## config.mk

```make
export PLATFORM = sky130hd
export DESIGN_NAME = huffman_encode_ctrl_flat
export DESIGN_NICKNAME = d
export VERILOG_FILES = /design/src/rtl/huffman_encode_ctrl_pkg.sv /design/src/rtl/huffman_encode_ctrl_if.sv /design/src/rtl/huffman_encode_ctrl_lookup.sv /design/src/rtl/huffman_encode_ctrl.sv /design/src/flat_wrapper.sv
export SDC_FILE = /design/constraint.sdc
export NUM_CORES = 1
export LEC_CHECK = 0
export BUFFER_PORTS_ARGS = -buffer_cell sky130_fd_sc_hd__buf_2
export CAP_MARGIN = 5
export CORE_MARGIN = 3
export CORE_UTILIZATION = 50
export CTS_CLUSTER_SIZE = 40
export DETAILED_ROUTE_END_ITERATION = 8
export GPL_TIMING_DRIVEN = 0
export PLACE_DENSITY = 0.73
export SKIP_LAST_GASP = 1
export SLEW_MARGIN = 0
export SYNTH_ARGS = -nofsm -noshare
export SYNTH_HDL_FRONTEND = slang
export SYNTH_SLANG_ARGS = --single-unit
```

## constraint.sdc

```tcl
create_clock -name clk -period 12.4 [get_ports clk]
set_clock_uncertainty 0.2 [all_clocks]
set_input_delay 1.24 -clock clk [delete_from_list [all_inputs] [get_ports clk]]
set_output_delay 1.24 -clock clk [all_outputs]
set_load 0.02 [all_outputs]
```

## src/rtl/huffman_encode_ctrl_pkg.sv

```systemverilog
// huffman_pkg: shared FSM state enum, default alphabet/field sizes and slot field offset helper
package huffman_pkg;
  localparam int DEF_TOTAL_SYMBOLS = 10;
  localparam int DEF_ADDR_WIDTH = 4;
  localparam int DEF_MAXHIGHT = 10;
  localparam int DEF_BUILD_TIMEOUT = 1023;
  typedef enum logic [2:0] {IDLE, LOAD, SETTLE, BUILD, CAPTURE, READY, SHIFT} state_t;
  function automatic int slot_lsb(input int slot, input int width);
    return slot * width;
  endfunction
endpackage

```

## src/rtl/huffman_encode_ctrl_if.sv

```systemverilog
// huffman_encode_ctrl_if: start/treemaker/symbol-stream/bit-stream bundle; slave = controller, master = its environment
interface huffman_encode_ctrl_if import huffman_pkg::*; #(
  parameter int TOTAL_SYMBOLS = DEF_TOTAL_SYMBOLS,
  parameter int ADDR_WIDTH = DEF_ADDR_WIDTH,
  parameter int MAXHIGHT = DEF_MAXHIGHT
);
  logic start;
  logic tm_sload;
  logic tm_en;
  logic tm_done;
  logic [TOTAL_SYMBOLS*MAXHIGHT-1:0] tm_code;
  logic [TOTAL_SYMBOLS*MAXHIGHT-1:0] tm_len;
  logic [TOTAL_SYMBOLS*ADDR_WIDTH-1:0] tm_sym;
  logic sym_valid;
  logic [ADDR_WIDTH-1:0] sym_in;
  logic sym_ready;
  logic bit_out;
  logic bit_valid;
  logic table_ready;
  logic busy;
  logic err_unknown;
  logic err_timeout;
  modport slave (
    input start, tm_done, tm_code, tm_len, tm_sym, sym_valid, sym_in,
    output tm_sload, tm_en, sym_ready, bit_out, bit_valid, table_ready, busy, err_unknown, err_timeout
  );
  modport master (
    output start, tm_done, tm_code, tm_len, tm_sym, sym_valid, sym_in,
    input tm_sload, tm_en, sym_ready, bit_out, bit_valid, table_ready, busy, err_unknown, err_timeout
  );
endinterface

```

## src/rtl/huffman_encode_ctrl_lookup.sv

```systemverilog
// huffman_code_lookup: lowest-index slot whose symbol matches sym and whose length is 1..MH; ports sym/syms/lens/codes in, hit/code/len out
module huffman_code_lookup import huffman_pkg::*; #(
  parameter int N = DEF_TOTAL_SYMBOLS,
  parameter int AW = DEF_ADDR_WIDTH,
  parameter int MH = DEF_MAXHIGHT
)(
  input  logic [AW-1:0]   sym,
  input  logic [N*AW-1:0] syms,
  input  logic [N*MH-1:0] lens,
  input  logic [N*MH-1:0] codes,
  output logic            hit,
  output logic [MH-1:0]   code,
  output logic [MH-1:0]   len
);
  always_comb begin
    hit = 1'b0;
    code = '0;
    len = '0;
    for (int i = N - 1; i >= 0; i--)
      if (syms[slot_lsb(i, AW) +: AW] == sym && lens[slot_lsb(i, MH) +: MH] != '0 && lens[slot_lsb(i, MH) +: MH] <= MH'(MH)) begin
        hit = 1'b1;
        code = codes[slot_lsb(i, MH) +: MH];
        len = lens[slot_lsb(i, MH) +: MH];
      end
  end
endmodule

```

## src/rtl/huffman_encode_ctrl.sv

```systemverilog
// huffman_encode_ctrl: sequences treemaker build, captures code tables, serialises symbols MSB-first; ports clk, rst_n, bus (slave)
module huffman_encode_ctrl import huffman_pkg::*; #(
  parameter int TOTAL_SYMBOLS = DEF_TOTAL_SYMBOLS,
  parameter int ADDR_WIDTH = DEF_ADDR_WIDTH,
  parameter int MAXHIGHT = DEF_MAXHIGHT,
  parameter int BUILD_TIMEOUT = DEF_BUILD_TIMEOUT
)(
  input logic clk,
  input logic rst_n,
  huffman_encode_ctrl_if.slave bus
);
  localparam int CW = $clog2(BUILD_TIMEOUT + 1);
  state_t state, nxt;
  logic [CW-1:0] bcnt;
  logic [MAXHIGHT-1:0] cnt, sreg, lk_code, lk_len;
  logic [TOTAL_SYMBOLS*ADDR_WIDTH-1:0] tab_sym;
  logic [TOTAL_SYMBOLS*MAXHIGHT-1:0] tab_len, tab_code;
  logic lk_hit, timeout, err_miss;
  huffman_code_lookup #(.N(TOTAL_SYMBOLS), .AW(ADDR_WIDTH), .MH(MAXHIGHT)) u_lookup (
    .sym(bus.sym_in), .syms(tab_sym), .lens(tab_len), .codes(tab_code),
    .hit(lk_hit), .code(lk_code), .len(lk_len)
  );
  assign timeout = state == BUILD && !bus.tm_done && bcnt == CW'(BUILD_TIMEOUT - 1);
  assign err_miss = state == READY && !bus.start && bus.sym_valid && !lk_hit;
  assign bus.bit_out = sreg[MAXHIGHT-1];
  always_comb begin
    nxt = state;
    case (state)
      IDLE:    nxt = bus.start ? LOAD : IDLE;
      LOAD:    nxt = SETTLE;
      SETTLE:  nxt = BUILD;
      BUILD:   nxt = bus.tm_done ? CAPTURE : timeout ? IDLE : BUILD;
      CAPTURE: nxt = READY;
      READY:   nxt = bus.start ? LOAD : (bus.sym_valid && lk_hit) ? SHIFT : READY;
      SHIFT:   nxt = cnt == '0 ? READY : SHIFT;
      default: nxt = IDLE;
    endcase
  end
  always_ff @(posedge clk or negedge rst_n) begin
    if (!rst_n) begin
      state <= IDLE;
      bcnt <= '0;
      cnt <= '0;
      sreg <= '0;
      tab_sym <= '0;
      tab_len <= '0;
      tab_code <= '0;
      bus.tm_sload <= 1'b0;
      bus.tm_en <= 1'b0;
      bus.busy <= 1'b0;
      bus.sym_ready <= 1'b0;
      bus.bit_valid <= 1'b0;
      bus.table_ready <= 1'b0;
      bus.err_unknown <= 1'b0;
      bus.err_timeout <= 1'b0;
    end else begin
      state <= nxt;
      bcnt <= state == BUILD ? bcnt + 1'b1 : '0;
      bus.tm_sload <= nxt == LOAD;
      bus.tm_en <= nxt == BUILD;
      bus.busy <= nxt inside {LOAD, SETTLE, BUILD, CAPTURE};
      bus.sym_ready <= nxt == READY;
      bus.bit_valid <= nxt == SHIFT;
      bus.table_ready <= nxt inside {READY, SHIFT};
      bus.err_unknown <= err_miss;
      bus.err_timeout <= nxt != LOAD && (bus.err_timeout || timeout);
      if (state == CAPTURE) begin
        tab_sym <= bus.tm_sym;
        tab_len <= bus.tm_len;
        tab_code <= bus.tm_code;
      end
      // code is left-aligned so the register MSB is always the next bit; it empties to zero on the last shift
      if (state == READY && nxt == SHIFT) begin
        sreg <= lk_code << (MAXHIGHT'(MAXHIGHT) - lk_len);
        cnt <= lk_len - 1'b1;
      end else if (state == SHIFT) begin
        sreg <= sreg << 1;
        cnt <= cnt - 1'b1;
      end
    end
  end
endmodule

```

## src/flat_wrapper.sv

```systemverilog
// flat-port wrapper written by rule: the top's interface ports become plain ports
module huffman_encode_ctrl_flat import huffman_pkg::*;
#(
  parameter int TOTAL_SYMBOLS = DEF_TOTAL_SYMBOLS,
  parameter int ADDR_WIDTH = DEF_ADDR_WIDTH,
  parameter int MAXHIGHT = DEF_MAXHIGHT,
  parameter int BUILD_TIMEOUT = DEF_BUILD_TIMEOUT
)
  (clk, rst_n, bus_start, bus_tm_done, bus_tm_code, bus_tm_len, bus_tm_sym, bus_sym_valid, bus_sym_in, bus_tm_sload, bus_tm_en, bus_sym_ready, bus_bit_out, bus_bit_valid, bus_table_ready, bus_busy, bus_err_unknown, bus_err_timeout);
  huffman_encode_ctrl_if #(.TOTAL_SYMBOLS(TOTAL_SYMBOLS), .ADDR_WIDTH(ADDR_WIDTH), .MAXHIGHT(MAXHIGHT)) bus_i ();
  input logic clk;
  input logic rst_n;
  input wire logic [$bits(bus_i.start)-1:0] bus_start;
  input wire logic [$bits(bus_i.tm_done)-1:0] bus_tm_done;
  input wire logic [$bits(bus_i.tm_code)-1:0] bus_tm_code;
  input wire logic [$bits(bus_i.tm_len)-1:0] bus_tm_len;
  input wire logic [$bits(bus_i.tm_sym)-1:0] bus_tm_sym;
  input wire logic [$bits(bus_i.sym_valid)-1:0] bus_sym_valid;
  input wire logic [$bits(bus_i.sym_in)-1:0] bus_sym_in;
  output wire logic [$bits(bus_i.tm_sload)-1:0] bus_tm_sload;
  output wire logic [$bits(bus_i.tm_en)-1:0] bus_tm_en;
  output wire logic [$bits(bus_i.sym_ready)-1:0] bus_sym_ready;
  output wire logic [$bits(bus_i.bit_out)-1:0] bus_bit_out;
  output wire logic [$bits(bus_i.bit_valid)-1:0] bus_bit_valid;
  output wire logic [$bits(bus_i.table_ready)-1:0] bus_table_ready;
  output wire logic [$bits(bus_i.busy)-1:0] bus_busy;
  output wire logic [$bits(bus_i.err_unknown)-1:0] bus_err_unknown;
  output wire logic [$bits(bus_i.err_timeout)-1:0] bus_err_timeout;
  assign bus_i.start = bus_start;
  assign bus_i.tm_done = bus_tm_done;
  assign bus_i.tm_code = bus_tm_code;
  assign bus_i.tm_len = bus_tm_len;
  assign bus_i.tm_sym = bus_tm_sym;
  assign bus_i.sym_valid = bus_sym_valid;
  assign bus_i.sym_in = bus_sym_in;
  assign bus_tm_sload = bus_i.tm_sload;
  assign bus_tm_en = bus_i.tm_en;
  assign bus_sym_ready = bus_i.sym_ready;
  assign bus_bit_out = bus_i.bit_out;
  assign bus_bit_valid = bus_i.bit_valid;
  assign bus_table_ready = bus_i.table_ready;
  assign bus_busy = bus_i.busy;
  assign bus_err_unknown = bus_i.err_unknown;
  assign bus_err_timeout = bus_i.err_timeout;
  huffman_encode_ctrl #(.TOTAL_SYMBOLS(TOTAL_SYMBOLS), .ADDR_WIDTH(ADDR_WIDTH), .MAXHIGHT(MAXHIGHT), .BUILD_TIMEOUT(BUILD_TIMEOUT)) u_core (.clk(clk), .rst_n(rst_n), .bus(bus_i));
endmodule
```

==> run summary <==
M1 WL -> 15610 um
Number of antenna-violating nets in the routed design -> 0
Seq/Total Area, Yosys -> 0.5191
Final Util -> 0.6187
Critical Path Sink Type -> flip-flop
CP arrival -> 5.89 ns
Syn Nets -> 1401
TritonCTS Buffers -> 30
Vias in the first global route -> 10740
Postcts setup bufs -> 0
CTS HTree Levels -> 1
Crit. Startpoint -> bus_sym_in[3]
Dpl cells -> 1738
Peak supply drop -> 0.1586 mV
FF+latch count, synth -> 281
Total track usage -> 0.2572
Grt total ovfl -> 0
DR top layer -> met5
Post-CTS Hold Fix Bufs -> 0
Status -> finished, final reports clean
HPWL Detailed -> 28500 um
Tightest Pin Transition -> 1.120 ns
CTS-repair resized insts -> 0
Routed length per instance -> 20.88 um
Crit path launch type -> input port
Met2 Wirelength -> 18090 um
Die footprint -> 29100 um2
Worst Path Required -> 12.65 ns
Core area -> 26350 um2
Top Ports -> 258
Primary FF master, synth -> dfrtp_1
DRT iter0 DRCs -> 724
RR Startpoint -> u_core.tab_len[55]
Slowest stage cell on the critical path -> nor4_1
Worst-Skew Late Latency -> 0.56 ns
Syn. warnings -> 0
Vias -> 10479
Post-route DRC -> 0
Row count -> 59
Bufs on Longest Clock Path -> 3
Clk slew on worst S/H paths -> 0.06 ns
PortBufs -> 253
Hold Violations, Final -> 0
LEAKAGE -> 7.106 nW
Area delta synth->final -> 20.37%
Filler cells -> 2174
Non-filler instance count after layout -> 1794
Setup tns final -> 0 ns
Die W -> 170.6 um
Initial Util -> 0.5140
Drt pass-1 iters -> 5
First-pass GRT wire length -> 58400 um
Unique masters post-synth -> 68
Syn Std Cell Area -> 13550 um2
Hold Path Class -> flip-flop to flip-flop
Buffers plus inverters on the worst setup path -> 3
Delay-heaviest family, CP -> compound AO/OA/AOI/OAI gates
Largest net degree at the start of global routing -> 126
Slew HR -> 0.2475
Layout Nets -> 1688
Crit Path Max Fanout -> 10
Initial antenna violation count -> 6
Clk sink count -> 281
CP Class -> input port to flip-flop
Setup Viol. Count Final -> 0
Met3 WL -> 2761 um
Async set-reset flop share out of synthesis -> 1.000
Die Y -> 170.6 um
Final weighted congestion in routability-driven placement -> 0.8651
Critical Path Max Stage Delay -> 0.71 ns
Synth Instances -> 1148
Worst-path cell chain -> buf_2 -> xor2_1 -> nor4_1 -> nand2_1 -> a2111o_1 -> nand3_1 -> o21ai_1 -> o21ai_1 -> nand2_1 -> buf_2 -> ha_1 -> clkinv_1 -> mux4_2 -> o311a_1 -> a2111oi_2
Fmax -> 177.3 MHz
Root buffer cell -> clkbuf_16
Slew Viols, Final -> 0
Min-delay src -> u_core.sreg[3]
Tmin final -> 5.639 ns
Routed WL -> 37460 um
Post-synth EDFFs -> 0
Max_cap viols -> 0
CTS tree -> done
Average size of a mapped cell -> 11.80 um2
Most frequent cells in the layout -> 281 x dfrtp_1, 261 x buf_2, 238 x mux2_2
Routed vias/inst -> 5.841
Share of cells above drive strength 1 -> 0.3911
Final worst path period share -> 0.4548
RSZ-0062 raised after global routing -> no
Commonest non-fill, non-tap cell in the layout -> dfrtp_1
Pwr per Cell Area -> 222.9 nW/um2
[area by class of cell]
class / count / area [um2] / area share
plain buffers: 62 / 247.7 / 0.01519
well taps: 335 / 419.2 / 0.02571
diodes: 4 / 10.01 / 0.0006139
repair buffers: 255 / 1331 / 0.08165
inverters: 12 / 45.04 / 0.002763
flip-flops and latches: 281 / 7032 / 0.4313
multi-input cells: 793 / 6227 / 0.3819
clock inverters: 8 / 128.9 / 0.007904
clock buffers: 44 / 863.3 / 0.05295
[state kept, by name (all words and copies together), names as in the netlist, 3 cells and up]
register         count
u_core.bcnt         10
u_core.tab_len     100
u_core.state         3
u_core.tab_code    100
u_core.sreg         10
u_core.cnt          10
u_core.tab_sym      40
[synth_stat cells (7+ instances only)]
cell type | count | area, um2
a211oi_1 | 20 | 150.1
a21oi_1 | 34 | 170.2
a31oi_1 | 12 | 75.07
and3_1 | 16 | 100.1
buf_2 | 9 | 45.04
clkbuf_1 | 51 | 191.4
dfrtp_1 | 281 | 7032
inv_1 | 11 | 41.29
mux2_2 | 238 | 2680
mux2i_1 | 8 | 80.08
nand2_1 | 66 | 247.7
nand3_1 | 32 | 160.2
nand4_1 | 14 | 87.58
nor2_1 | 73 | 274.0
nor3_1 | 29 | 145.1
nor4_1 | 23 | 143.9
o21ai_0 | 30 | 150.1
o21ai_1 | 10 | 50.05
o221ai_1 | 7 | 61.31
o22ai_1 | 8 | 50.05
or4_1 | 9 | 67.56
xnor2_1 | 29 | 254.0
xor2_1 | 25 | 219.0
[kinds of logic after synthesis]
logic type,count (synthesis),share of synthesized area
XOR/XNOR,54,0.03492
adder cells (fa/ha/maj),4,0.003695
flip-flops,281,0.5191
buffers and inverters,74,0.02161
AO/OA/AOI/OAI,180,0.09145
AND/OR/NAND/NOR,302,0.1144
multiplexers,253,0.2149
[metrics by stage]
stage	hold slack (ns)	power [mW]	setup WS [ns]	instance area, um2
2_1_floorplan	0.2542	2.402	7.349	13550
6_report	0.2933	3.634	6.761	16300
3_5_place_dp	0.2790	2.736	6.266	15300
4_1_cts	0.2944	3.652	6.806	16290
3_3_place_gp	0.2690	2.670	4.744	15230
5_1_grt	0.3171	3.846	6.418	16300
[worst register-to-register path: stages, from the launching register on]
cell       delay (ns)
dfrtp_1          0.38
nor4_1           0.57
nand2_1          0.21
nor4_1           0.59
nor2_1           0.24
nand3_1          0.17
o21ai_1          0.09
o21ai_1          0.38
nand2_1          0.29
buf_2            0.28
ha_1             0.39
clkinv_1         0.27
mux4_2           0.37
o311a_1          0.32
a2111oi_2        0.27
[path summary, 6_finish.rpt]
| kind | endpoint | slack [ns] | depth (start not counted) |
|---|---|---|---|
| worst max-delay path | u_core.sreg[8] | 6.76 | 15 |
| worst min-delay path | u_core.sreg[3] | 0.29 | 1 |
| worst max register to register | u_core.sreg[8] | 7.27 | 14 |
| worst min register to register | u_core.sreg[3] | 0.29 | 1 |
| max in group asynchronous | u_core.tab_sym[15] | 10.18 | 3 |
| min in group asynchronous | u_core.bcnt[6] | 0.41 | 1 |
[layer usage]
metal	global-route usage	up-vias
li1	-	4823
met1	0.3413	5245
met4	0.06455	8
met5	0	-
met2	0.4295	335
met3	0.06077	68
[report_power, final]
group	leakage, nW	total [mW]	switching, mW	internal, mW
clock	0.483	0.906	0.365	0.541
combinational	3.23	1.05	0.455	0.594
sequential	3.39	1.68	0.318	1.36
total	7.11	3.63	1.14	2.50
(Power assumes the default switching activity.)
